--- config.mk ---
export PLATFORM = sky130hd
export DESIGN_NAME = datamem_arbiter
export DESIGN_NICKNAME = d
export VERILOG_FILES = /design/src/rtl/datamem_arbiter.sv
export SDC_FILE = /design/constraint.sdc
export NUM_CORES = 1
export LEC_CHECK = 0
export BUFFER_PORTS_ARGS = -buffer_cell sky130_fd_sc_hd__buf_2
export CAP_MARGIN = 20
export CORE_AREA = 3 3 83 85
export CTS_CLUSTER_DIAMETER = 30
export DETAILED_ROUTE_END_ITERATION = 10
export DIE_AREA = 0 0 86 88
export HOLD_SLACK_MARGIN = 0.06
export PLACE_DENSITY = 0.79
export SLEW_MARGIN = 20
export SYNTH_ARGS = -nofsm -noshare
export SYNTH_HDL_FRONTEND = slang
export SYNTH_SLANG_ARGS = --single-unit
--- constraint.sdc ---
create_clock -name clk -period 5.05 [get_ports clk]
set_input_delay 0.505 -clock clk [delete_from_list [all_inputs] [get_ports clk]]
set_output_delay 0.505 -clock clk [all_outputs]
set_load 0.03 [all_outputs]
--- src/rtl/datamem_arbiter.sv ---
// datamem_arbiter
//   Arbitrates NREQ processing elements onto one single-port data memory.
//   Round-robin search from a rotating pointer; a granted requester that
//   holds its lock bit keeps the memory for up to MAXBURST consecutive
//   grants. Loads return one cycle after the grant, stores commit in the
//   grant cycle.
//
// Ports
//   clk        : clock, all state updates on the rising edge
//   reset      : synchronous, active-low reset
//   req        : per-requester access request
//   lock       : per-requester burst hold, meaningful while req is set
//   we         : per-requester write enable (1 = store, 0 = load)
//   addr       : per-requester word address, requester i at [16i+15:16i]
//   wdata      : per-requester store data, packed like addr
//   gnt        : one-hot-or-zero grant, combinational in the request cycle
//   rvalid     : one-cycle load-data-valid strobe for last cycle's load
//   rdata      : shared load data, valid where rvalid is set
//   mem_en     : memory access strobe
//   mem_we     : memory write enable
//   mem_addr   : memory word address
//   mem_wdata  : memory write data
//   mem_rdata  : memory read data, one cycle after a load strobe
module datamem_arbiter #(
  parameter int NREQ     = 4,
  parameter int MAXBURST = 4
) (
  input  logic                 clk,
  input  logic                 reset,
  input  logic [NREQ-1:0]      req,
  input  logic [NREQ-1:0]      lock,
  input  logic [NREQ-1:0]      we,
  input  logic [16*NREQ-1:0]   addr,
  input  logic [16*NREQ-1:0]   wdata,
  output logic [NREQ-1:0]      gnt,
  output logic [NREQ-1:0]      rvalid,
  output logic [15:0]          rdata,
  output logic                 mem_en,
  output logic                 mem_we,
  output logic [15:0]          mem_addr,
  output logic [15:0]          mem_wdata,
  input  logic [15:0]          mem_rdata
);

  localparam int         PW        = $clog2(NREQ);
  localparam logic [3:0] BURST_MAX = 4'(MAXBURST);

  typedef enum logic {ARB = 1'b0, LOCKED = 1'b1} state_t;

  state_t          state, state_next;
  logic [PW-1:0]   ptr, ptr_next;
  logic [PW-1:0]   owner, owner_next;
  logic [3:0]      bcnt, bcnt_next, bcnt_inc;
  logic [NREQ-1:0] rvalid_q;
  logic [PW-1:0]   win;
  logic            win_vld;
  logic            owner_holds;

  // Index increment with wrap at NREQ (NREQ need not be a power of two).
  function automatic logic [PW-1:0] wrap_inc(input logic [PW-1:0] i);
    return (int'(i) == NREQ - 1) ? '0 : i + PW'(1);
  endfunction

  // Round-robin search: scanning from the far end towards ptr and letting
  // each hit overwrite the previous one leaves the requester closest to ptr.
  // NOTE: every output of a combinational block gets a default before any
  // conditional assignment; otherwise synthesis infers latches.
  always_comb begin
    win     = '0;
    win_vld = 1'b0;
    for (int k = NREQ - 1; k >= 0; k--) begin
      if (req[(int'(ptr) + k) % NREQ]) begin
        win     = PW'((int'(ptr) + k) % NREQ);
        win_vld = 1'b1;
      end
    end
  end

  assign owner_holds = (state == LOCKED) && req[owner] && lock[owner];
  assign bcnt_inc    = bcnt + 4'd1;

  // Grant and next-state logic. While locked, ptr already points past the
  // owner (set by the grant that entered the burst), so an exit-cycle search
  // naturally puts the former owner last in line.
  always_comb begin
    state_next = state;
    ptr_next   = ptr;
    owner_next = owner;
    bcnt_next  = bcnt;
    gnt        = '0;

    if (owner_holds) begin
      gnt[owner] = 1'b1;
      bcnt_next  = bcnt_inc;
      if (bcnt_inc >= BURST_MAX) begin
        state_next = ARB;
        ptr_next   = wrap_inc(owner);
      end
    end else begin
      state_next = ARB;
      if (state == LOCKED) begin
        ptr_next = wrap_inc(owner);
      end
      if (win_vld) begin
        gnt[win] = 1'b1;
        ptr_next = wrap_inc(win);
        if (lock[win] && (MAXBURST > 1)) begin
          state_next = LOCKED;
          owner_next = win;
          bcnt_next  = 4'd1;
        end
      end
    end

    // No access may reach memory while reset is asserted.
    if (!reset) begin
      gnt = '0;
    end
  end

  // Memory request mux: route the granted requester's command.
  always_comb begin
    mem_we    = 1'b0;
    mem_addr  = '0;
    mem_wdata = '0;
    for (int i = 0; i < NREQ; i++) begin
      if (gnt[i]) begin
        mem_we    = we[i];
        mem_addr  = addr[16*i +: 16];
        mem_wdata = wdata[16*i +: 16];
      end
    end
  end

  assign mem_en = |gnt;
  assign rdata  = mem_rdata;

  // A load granted just before reset must not surface as rvalid during the
  // reset cycle, so the registered strobe is also gated by reset.
  assign rvalid = rvalid_q & {NREQ{reset}};

  // NOTE: sequential state uses non-blocking assignments so every register
  // samples pre-edge values regardless of statement order.
  always_ff @(posedge clk) begin
    if (!reset) begin
      state    <= ARB;
      ptr      <= '0;
      owner    <= '0;
      bcnt     <= '0;
      rvalid_q <= '0;
    end else begin
      state    <= state_next;
      ptr      <= ptr_next;
      owner    <= owner_next;
      bcnt     <= bcnt_next;
      rvalid_q <= gnt & ~we;
    end
  end

endmodule

# Word level (Yosys, flattened, before mapping)
# Index checks and enable logic that the tools add are counted.
# word_totals
reg_bits	13
# classes
add_sub_neg	6
order_cmp	9
eq_ne	3
muxes	57
bitwise_logic	7
n_reduce_logical	14
# op_table
op	n
two-way mux 16 bit	8
two-way mux 1 bit	24
two-way mux 4 bit	6
two-way mux 2 bit	10
binary-select mux 1 bit (select 2 bit)	7
less-than comparator 3 x 4 -> 1 bit (second input constant)	3
less-than comparator 2 x 3 -> 1 bit (second input constant)	3
AND 4 bit	2
adder 2 x 1 -> 2 bit (second input constant)	3
OR reduction 2 bit	3
adder 2 bit (second input constant)	2
adder 4 x 1 -> 4 bit (second input constant)	1
demux 1 bit (select 2 bit)	2
== test 2 x 1 -> 1 bit (second input constant)	2
>= comparator 2 x 1 -> 1 bit (second input constant)	2
>= comparator 4 x 3 -> 1 bit (second input constant)	1
logical AND 1 bit	4
NOT 4 bit	1
AND reduction 2 bit	2
nonzero test 2 bit	2
OR reduction 4 bit	1
AND 1 bit (first input constant)	3
AND reduction 3 bit	1
nonzero test 3 bit	1
2 further kinds	2

# Longest topological paths before layout
# Gate-level depths: netlist of run 1.
# depth
word_depth	21
depth_mapped	11

# Least setup slack after synthesis of run 1
# OpenSTA, ideal clock, no wires.
# synth_timing
kind	input to output
from	in lock[0]
to	out mem_addr[10]
t_arrival_ps	2744
path_slack_ps	1801
cell_stages	7
path_buffers	1
cell_sequence	nand2_1 -> mux4_2 -> nor2_2 -> mux2i_1 -> clkbuf_1 -> nand2_1 -> o221ai_2
# synth_via
word_cells_on_any_way	9
classes_between	mux (8); reduce/logical (1)
# synth_lines
item	line	source
start, declared	31	input logic [NREQ-1:0] lock,
binary-select mux 1 bit (select 2 bit)	79	assign owner_holds = (state == LOCKED) && req[owner] && lock[owner];
two-way mux 1 bit (implied by the code)	79	
logical AND 1 bit	79	
two-way mux 4 bit	92	if (owner_holds) begin
two-way mux 4 bit	116	if (!reset) begin
named net gnt[2]	35	output logic [NREQ-1:0] gnt,
two-way mux 16 bit (2 in a row)	127	if (gnt[i]) begin
end, declared	40	output logic [15:0] mem_addr,
# The timed path passes the listed nets, and every way through them passes these cells. The select of a mux whose other input is x is not followed.

# Final worst setup path of run 1
# layout_timing
from	in req[2]
to	out mem_wdata[15]
# layout_via
elab_chain_len	18
word_cells_on_any_way	35
classes_between	order compare (2); mux (30); reduce/logical (3)
# layout_rtl
item	line	source
start, declared	30	input logic [NREQ-1:0] req,
binary-select mux 1 bit (select 2 bit)	72	if (req[(int'(ptr) + k) % NREQ]) begin
two-way mux 1 bit (implied by the code) (2 in a row)	72	
two-way mux 2 bit (3 in a row)	72	
two-way mux 2 bit (*)	72	
named net win[0]	55	logic [PW-1:0] win;
less-than comparator 2 x 3 -> 1 bit (implied by the code) or >= comparator 2 x 1 -> 1 bit (tied branches)	105	gnt[win] = 1'b1;
logical AND 1 bit (implied by the code)	105	
two-way mux 1 bit (implied by the code)	105	
demux 1 bit (select 2 bit) (*)	105	
two-way mux 4 bit (*)	104	if (win_vld) begin
two-way mux 4 bit (*)	92	
two-way mux 4 bit (*)	116	
two-way mux 16 bit (3 in a row)	127	
two-way mux 16 bit (*)	127	
end, declared	41	output logic [15:0] mem_wdata,
# Mark *: on every way through the listed nets, which the timed path passes. The rest lies on a longest branch. The select of a mux whose other input is x is not followed.

==> impl_metrics.ini, run 1 <==
[synth]
synth_cell_types = 46
yosys.area_share.simple_pct = 23.3
synth.cell_area_um2 = 2270
syn_area_per_cell_um2 = 7.52
synth_fa_ha_area_share_pct = 4.96
synth_compound_area_share_pct = 41.9
synth-xor-area-share_pct = 1.16
yosys_warnings = 0
synth-edff-count = 0
synth_flop_cell = dfxtp_1
syn_inst = 302
syn_nets = 469
ys_seq_area_share_pct = 11.5
ys_seq_elements = 13
async_flop_share_pct = 0
synthMuxAreaShare_pct = 4.46
synth_top_family_by_area = compound AO/OA/AOI/OAI gates

[timing]
setup_slack_ns = 1.12
max_freq_ghz = 0.255
fin_setup_tns_ns = 0
holdWs_ns = 0.447
period_minus_slack_ns = 3.93
skew_ns = 0.00360
period_share_pct = 77.7
rsz0062_at_grt = no
hold_viol_final = 0
setup_violations = 0
max_slew_margin_pct = 30.3
drv_slew = 0
worst_pin_slew_ns = 1.04

[critical_path]
path_class = input port to output port
cp.required_ns = 4.55
path_max_fanout = 32
start_kind = input port
arrival_ns = 3.42
crit_path_end_kind = output port

[clock_network]
cts_tree = yes
postCtsSetupBuffers = 0
clock_tree.root_cell = clkbuf_8
worst_skew_pair.late_latency_ns = 0.25
cts_hold_buf = 0
htreeDepth = 1
cts_buffers = 3
cts_resized = 0
clk_pin_slew_ns = 0.05
clockBufferDepth = 2
clock-sinks = 13

[die]
fp.dieArea_um2 = 7570
rows = 29
core_area_um2 = 6280
die_w_um = 86
die_h_um = 88
start_util_pct = 36.2
io_pins = 216

[power_and_ir_drop]
power_frac_comb_pct = 79.9
clockPowerShare_pct = 8.3
power.internal_mw = 0.498
p_leak_nw = 1.46
total_power_mw = 1.16
powerDensity_nw_per_um2 = 367
seqPwrFrac_pct = 11.8
peakVddDrop_mv = 0.254
swShare_pct = 57.0
power_switching_mw = 0.660

[global_route]
grt_max_degree = 41
grt-ovfl-total = 0
antenna_found_initial = 0
grt_usage_pct = 21.4
grt_pass1_wl_mm = 13.0
grt_pass1_vias = 2661

[layout]
layout-drive-gt1-share_pct = 51.0
areaGrowthSynthToFinish_pct = 39.1
final_common_cell = buf_2
final-instance-count-excl-fill = 532
multi_input_area_um2 = 1750
fin_nets = 623
seqCellArea_um2 = 260
fin_area_um2 = 3160
fill_cells = 615
n_antenna_cell = 0
final_cell_mix = 183 x buf_2, 75 x nand2_1, 33 x a22oi_1, 30 x o221ai_2, 13 x dfxtp_1
fin_util_pct = 50.3

[route]
vias_per_cell = 5.68
drt_wl_total_mm = 9.01
drtAntennaViolNets = 0
routedWlPerCell_um = 16.9
drt_iter0_markers = 138
vias = 3022
dr.pass1.iters = 5
drc = 0

[placed_design]
dp.cells = 527
pre_cts_ws_ns = 1.15
place.gp.congestion = 0.935
hpwl_mm = 7.22
io_buffers = 183
placed_cell_area_um2 = 3090

[flow_run]
drv_cap = 0

[outcome]
outcome = finished clean

[hold_path]
holdCritPathClass = input port to register
## registers in the layout, summed over array words and instances (netlist names)
register,cells
bcnt,4
ptr,2
owner,2
state,1
rvalid_q,4
## critical path: stages
cell	delay, ns
buf_2	0.13
nor2b_1	0.22
a21o_1	0.11
a211o_1	0.27
inv_1	0.15
ha_1	0.27
o21ai_0	0.16
o21ai_0	0.13
o31ai_2	0.12
nand2_2	0.65
o221ai_1	0.42
buf_2	0.24
## final cells by class
cell class,instances,share of cell area [%]
Multi-Input combinational cell,239,55.3
Timing Repair Buffer,187,30.6
Sequential cell,13,8.24
Tap cell,77,3.05
Clock buffer,4,1.43
Inverter,12,1.43
## synthesized netlist by cell type (all sizes together) (3+ instances only)
cell	instances	area, um^2
nand3	6	30.0
o221ai	32	468
o21ai	11	55.1
nand2	76	288
ha	9	113
nor2b	4	25.0
nand2b	3	26.3
mux2i	4	52.6
a211oi	3	22.5
inv	12	45.0
a21oi	9	45.0
and2	7	43.8
nor2	13	51.3
a22oi	33	248
clkbuf	8	30.0
buf	30	215
dfxtp	13	260
## layer usage
| metal | GRT usage, % | wire length [um] | vias up |
|---|---|---|---|
| met5 | 0 | 0 | - |
| met4 | 5.47 | 138 | 0 |
| met3 | 5.55 | 1030 | 15 |
| met2 | 36.4 | 4350 | 193 |
| met1 | 26.8 | 3490 | 1396 |
| li1 | - | - | 1418 |
## final timing paths
kind | endpoint | start | slack (ns) | cells past startpoint
worst max register to register | rvalid_q[3] | owner[0] | 2.53 | 6
worst min-delay path | rvalid_q[2] | we[2] | 0.45 | 2
worst min register to register | bcnt[0] | bcnt[0] | 0.57 | 2
worst max-delay path | mem_wdata[15] | req[2] | 1.12 | 12
## power by group through the flow
stage	logic (mW)	registers, mW	clock network, mW
2_1_floorplan	0.707	0.133	0
3_3_place_gp	0.892	0.137	0
3_5_place_dp	0.915	0.138	0
4_1_cts	0.917	0.136	0.0978
5_1_grt	0.996	0.139	0.102
6_report	0.926	0.136	0.0961
## cell families (layout without fill, tap and decap cells)
kind of cell / Yosys count / after routing
adder cells (fa/ha/maj): 9 / 9
multiplexers: 7 / 7
AND/OR/NAND/NOR: 119 / 119
flip-flops: 13 / 13
AO/OA/AOI/OAI: 101 / 101
XOR/XNOR: 3 / 3
buffers and inverters: 50 / 203
Note: power is estimated with default switching activity, not from simulation.
==> run 2: changes to the inputs <==
Settings changed: ABC_AREA from default to 1, CORE_AREA 3 3 83 85 to default, CORE_MARGIN from default to 3, CORE_UTILIZATION from default to 37, DIE_AREA 0 0 86 88 to default.
Clock period 5.05 ns to 3.4 ns, I/O delays scaled along.
==> run 2 against run 1 <==
Effect of this change: synthesized area rose by 22%; first-iteration DRC count fell by 4.3%; power rose to 3.6 times the previous value; clock-buffer cell count fell by 1; combinational power grew to 4.1 times the previous value; flip-flop and latch count unchanged; register-to-register slack lost 1.4 ns; via count is 21% higher; sequential power rose by 88%; critical path depth increased by 4; routed wire length rose by 5.7%; hold slack worse by 0.20 ns.
==> impl_metrics.ini, run 2 <==
[layout]
final_common_cell = nand2_1
top_regs = bcnt (4), rvalid_q (4)
fin_nets = 852
final-instance-count-excl-fill = 781
fill_cells = 743
final_cell_mix = 237 x nand2_1, 183 x buf_2, 58 x nand3_1, 57 x inv_1, 33 x inv_2
areaGrowthSynthToFinish_pct = 31.9
fin_util_pct = 52.2
layout-drive-gt1-share_pct = 40.2

[critical_path]
path_class = register to output port
cp_common_cell = inv_1
arrival_ns = 2.74
start_kind = register
crit_chain = inv_1, nand2_1, nand3_1, a21boi_0, nand2b_1, inv_1, ha_1, nand2_2, a21oi_4, inv_2, buf_12, nor2_1, nor2_1, nand2_1, inv_1, buf_2
slowest_stage = dfxtp_4
r2r_slack_ns = 1.17
crit_path_end_kind = output port
path_max_fanout = 33
worst_path_largest_cell_delay_ns = 0.41
cp.required_ns = 3.06

[synth]
ys_seq_elements = 13
yosys_warnings = 0
syn_inst = 531
syn_area_per_cell_um2 = 5.23
synth.cell_area_um2 = 2780
synth_top_area_cell = nand2_1
synth.area.top_cells = nand2_1 32%, nand3_1 10%, o21ai_2 9.8%
synth_top_cells_by_count = 239 x nand2_1, 58 x nand3_1, 57 x inv_1
synth.most_common_cell = nand2_1
syn_nets = 698
synth.top_cell.area_share_pct = 32.3
ys_seq_area_share_pct = 9.37
synth-edff-count = 0
async_flop_share_pct = 0
synth_cell_types = 32
synth_flop_cell = dfxtp_1

[clock_network]
htreeDepth = 1
cts_tree = yes
clk_pin_slew_ns = 0.06
clockBufferDepth = 2
clock-sinks = 13
clock_tree.root_cell = clkbuf_8
cts_buffers = 3
worst_skew_pair.late_latency_ns = 0.25

[global_route]
grt_max_degree = 44
grt-ovfl-total = 0
antenna_found_initial = 1
grt_pass1_wl_mm = 15.5
grt_pass1_vias = 3519
grt_usage_pct = 21.5

[placed_design]
dp.cells = 776
place.gp.congestion = 0.948
pre_cts_ws_ns = 0.233
hpwl_mm = 7.66
io_buffers = 183

[power_and_ir_drop]
total_power_mw = 4.16
p_leak_nw = 2.38
power_frac_comb_pct = 90.3
power_switching_mw = 2.72
powerDensity_nw_per_um2 = 1140
peakVddDrop_mv = 0.533
seqPwrFrac_pct = 6.2
swShare_pct = 65.4
power.internal_mw = 1.44
clockPowerShare_pct = 3.5

[timing]
drv_slew = 0
period_minus_slack_ns = 3.08
holdWs_ns = 0.250
hold_viol_final = 0
setup_violations = 0
max_freq_ghz = 0.324
worst_pin_slew_ns = 0.447
period_share_pct = 90.6
setup_slack_ns = 0.318
skew_ns = 0.00112
max_slew_margin_pct = 70.2

[die]
start_util_pct = 39.6
die_w_um = 92.7
fp.dieArea_um2 = 8590
core_area_um2 = 7020
io_pins = 216
rows = 30
die_h_um = 92.7

[hold_path]
holdCritPathClass = input port to register

[route]
drc = 0
drt_wl_total_mm = 9.52
routedWlPerCell_um = 12.2
vias = 3659
drt_iter0_markers = 132
vias_per_cell = 4.69
dr.pass1.iters = 4
drtAntennaViolNets = 0

[outcome]
outcome = finished clean

[flow_run]
drv_cap = 0
[run 2: changes by cell type in the layout (fill, tap and decap cells not counted), sizes merged, moves of 4 or more]
| cell | previous run | this run |
|---|---|---|
| a22oi | 33 | 0 |
| and2 | 7 | 0 |
| inv | 12 | 91 |
| nand2 | 76 | 246 |
| mux2i | 4 | 0 |
| nand3 | 6 | 59 |
| nor2b | 4 | 0 |
| o21ai | 11 | 38 |
| o221ai | 32 | 0 |
[run 2: layout make-up]
cell class	count	area (um^2)	share of cell area [%]
Multi-Input combinational cell	385	1870	51.0
Timing Repair Buffer	190	1010	27.7
Inverter	92	348	9.49
Sequential cell	13	265	7.24
Tap cell	96	120	3.28
Clock buffer	3	41.3	1.13
Clock inverter	1	5.00	0.137
Antenna cell	1	2.50	0.0683
[run 2: worst max-delay path, delay by kind of cell (launching register included)]
kind                       cells  cell delay (ns)
AOI/OAI and AO/OA              2             0.44
adders and majority gates      1             0.19
buffers and inverters          6             0.73
DFF                            1             0.41
and+or+nand+nor                7             0.72
[run 2: path summary, 6_finish.rpt]
path / startpoint / endpoint / cells past startpoint
min: we[3] / rvalid_q[3] / 2
max reg2reg: ptr[0] / rvalid_q[3] / 12
min reg2reg: bcnt[3] / bcnt[3] / 2
max: ptr[0] / mem_we / 16
[run 2: metrics by stage]
stage                     setup TNS, ns  instance area [um^2]
after floorplan                       0                  2780
after global placement                0                  3600
after detailed placement              0                  3600
after CTS                             0                  3650
after global routing           -0.00401                  3660
final                                 0                  3660
[run 2: kinds of logic (layout without fill, tap and decap cells)]
family / after synthesis / after routing / synth area share [%]
other cells: 0 / 1 / 0
simple gates: 323 / 323 / 47.8
flops: 13 / 13 / 9.37
compound gates: 50 / 50 / 13.8
buf+inv: 133 / 286 / 23.7
xor+xnor: 3 / 3 / 1.22
fa+ha+maj: 9 / 9 / 4.05
[run 2: power groups by stage]
stage	Clock (mW)	Sequential [mW]	Combinational (mW)
global placement	0	0.249	3.69
detailed placement	0	0.254	3.75
floorplan	0	0.231	2.96
global route	0.158	0.264	4.21
finish	0.146	0.256	3.76
CTS	0.149	0.252	3.76
[run 2: repair_timing]
item                                   in CTS  in global routing
buffers inserted                            0                  0
setup endpoints to repair                  13                 34
hold buffers                                0                  0
endpoints found under the hold margin       0                  0
resized for setup                           2                  5
[run 2: per-layer routing]
metal	routed length, um	part of all wire, %	global-route usage, %
met5	0	0	0
met4	277	2.9	5.62
met3	893	9.4	5.04
met2	4820	51	40.4
met1	3530	37	24.2
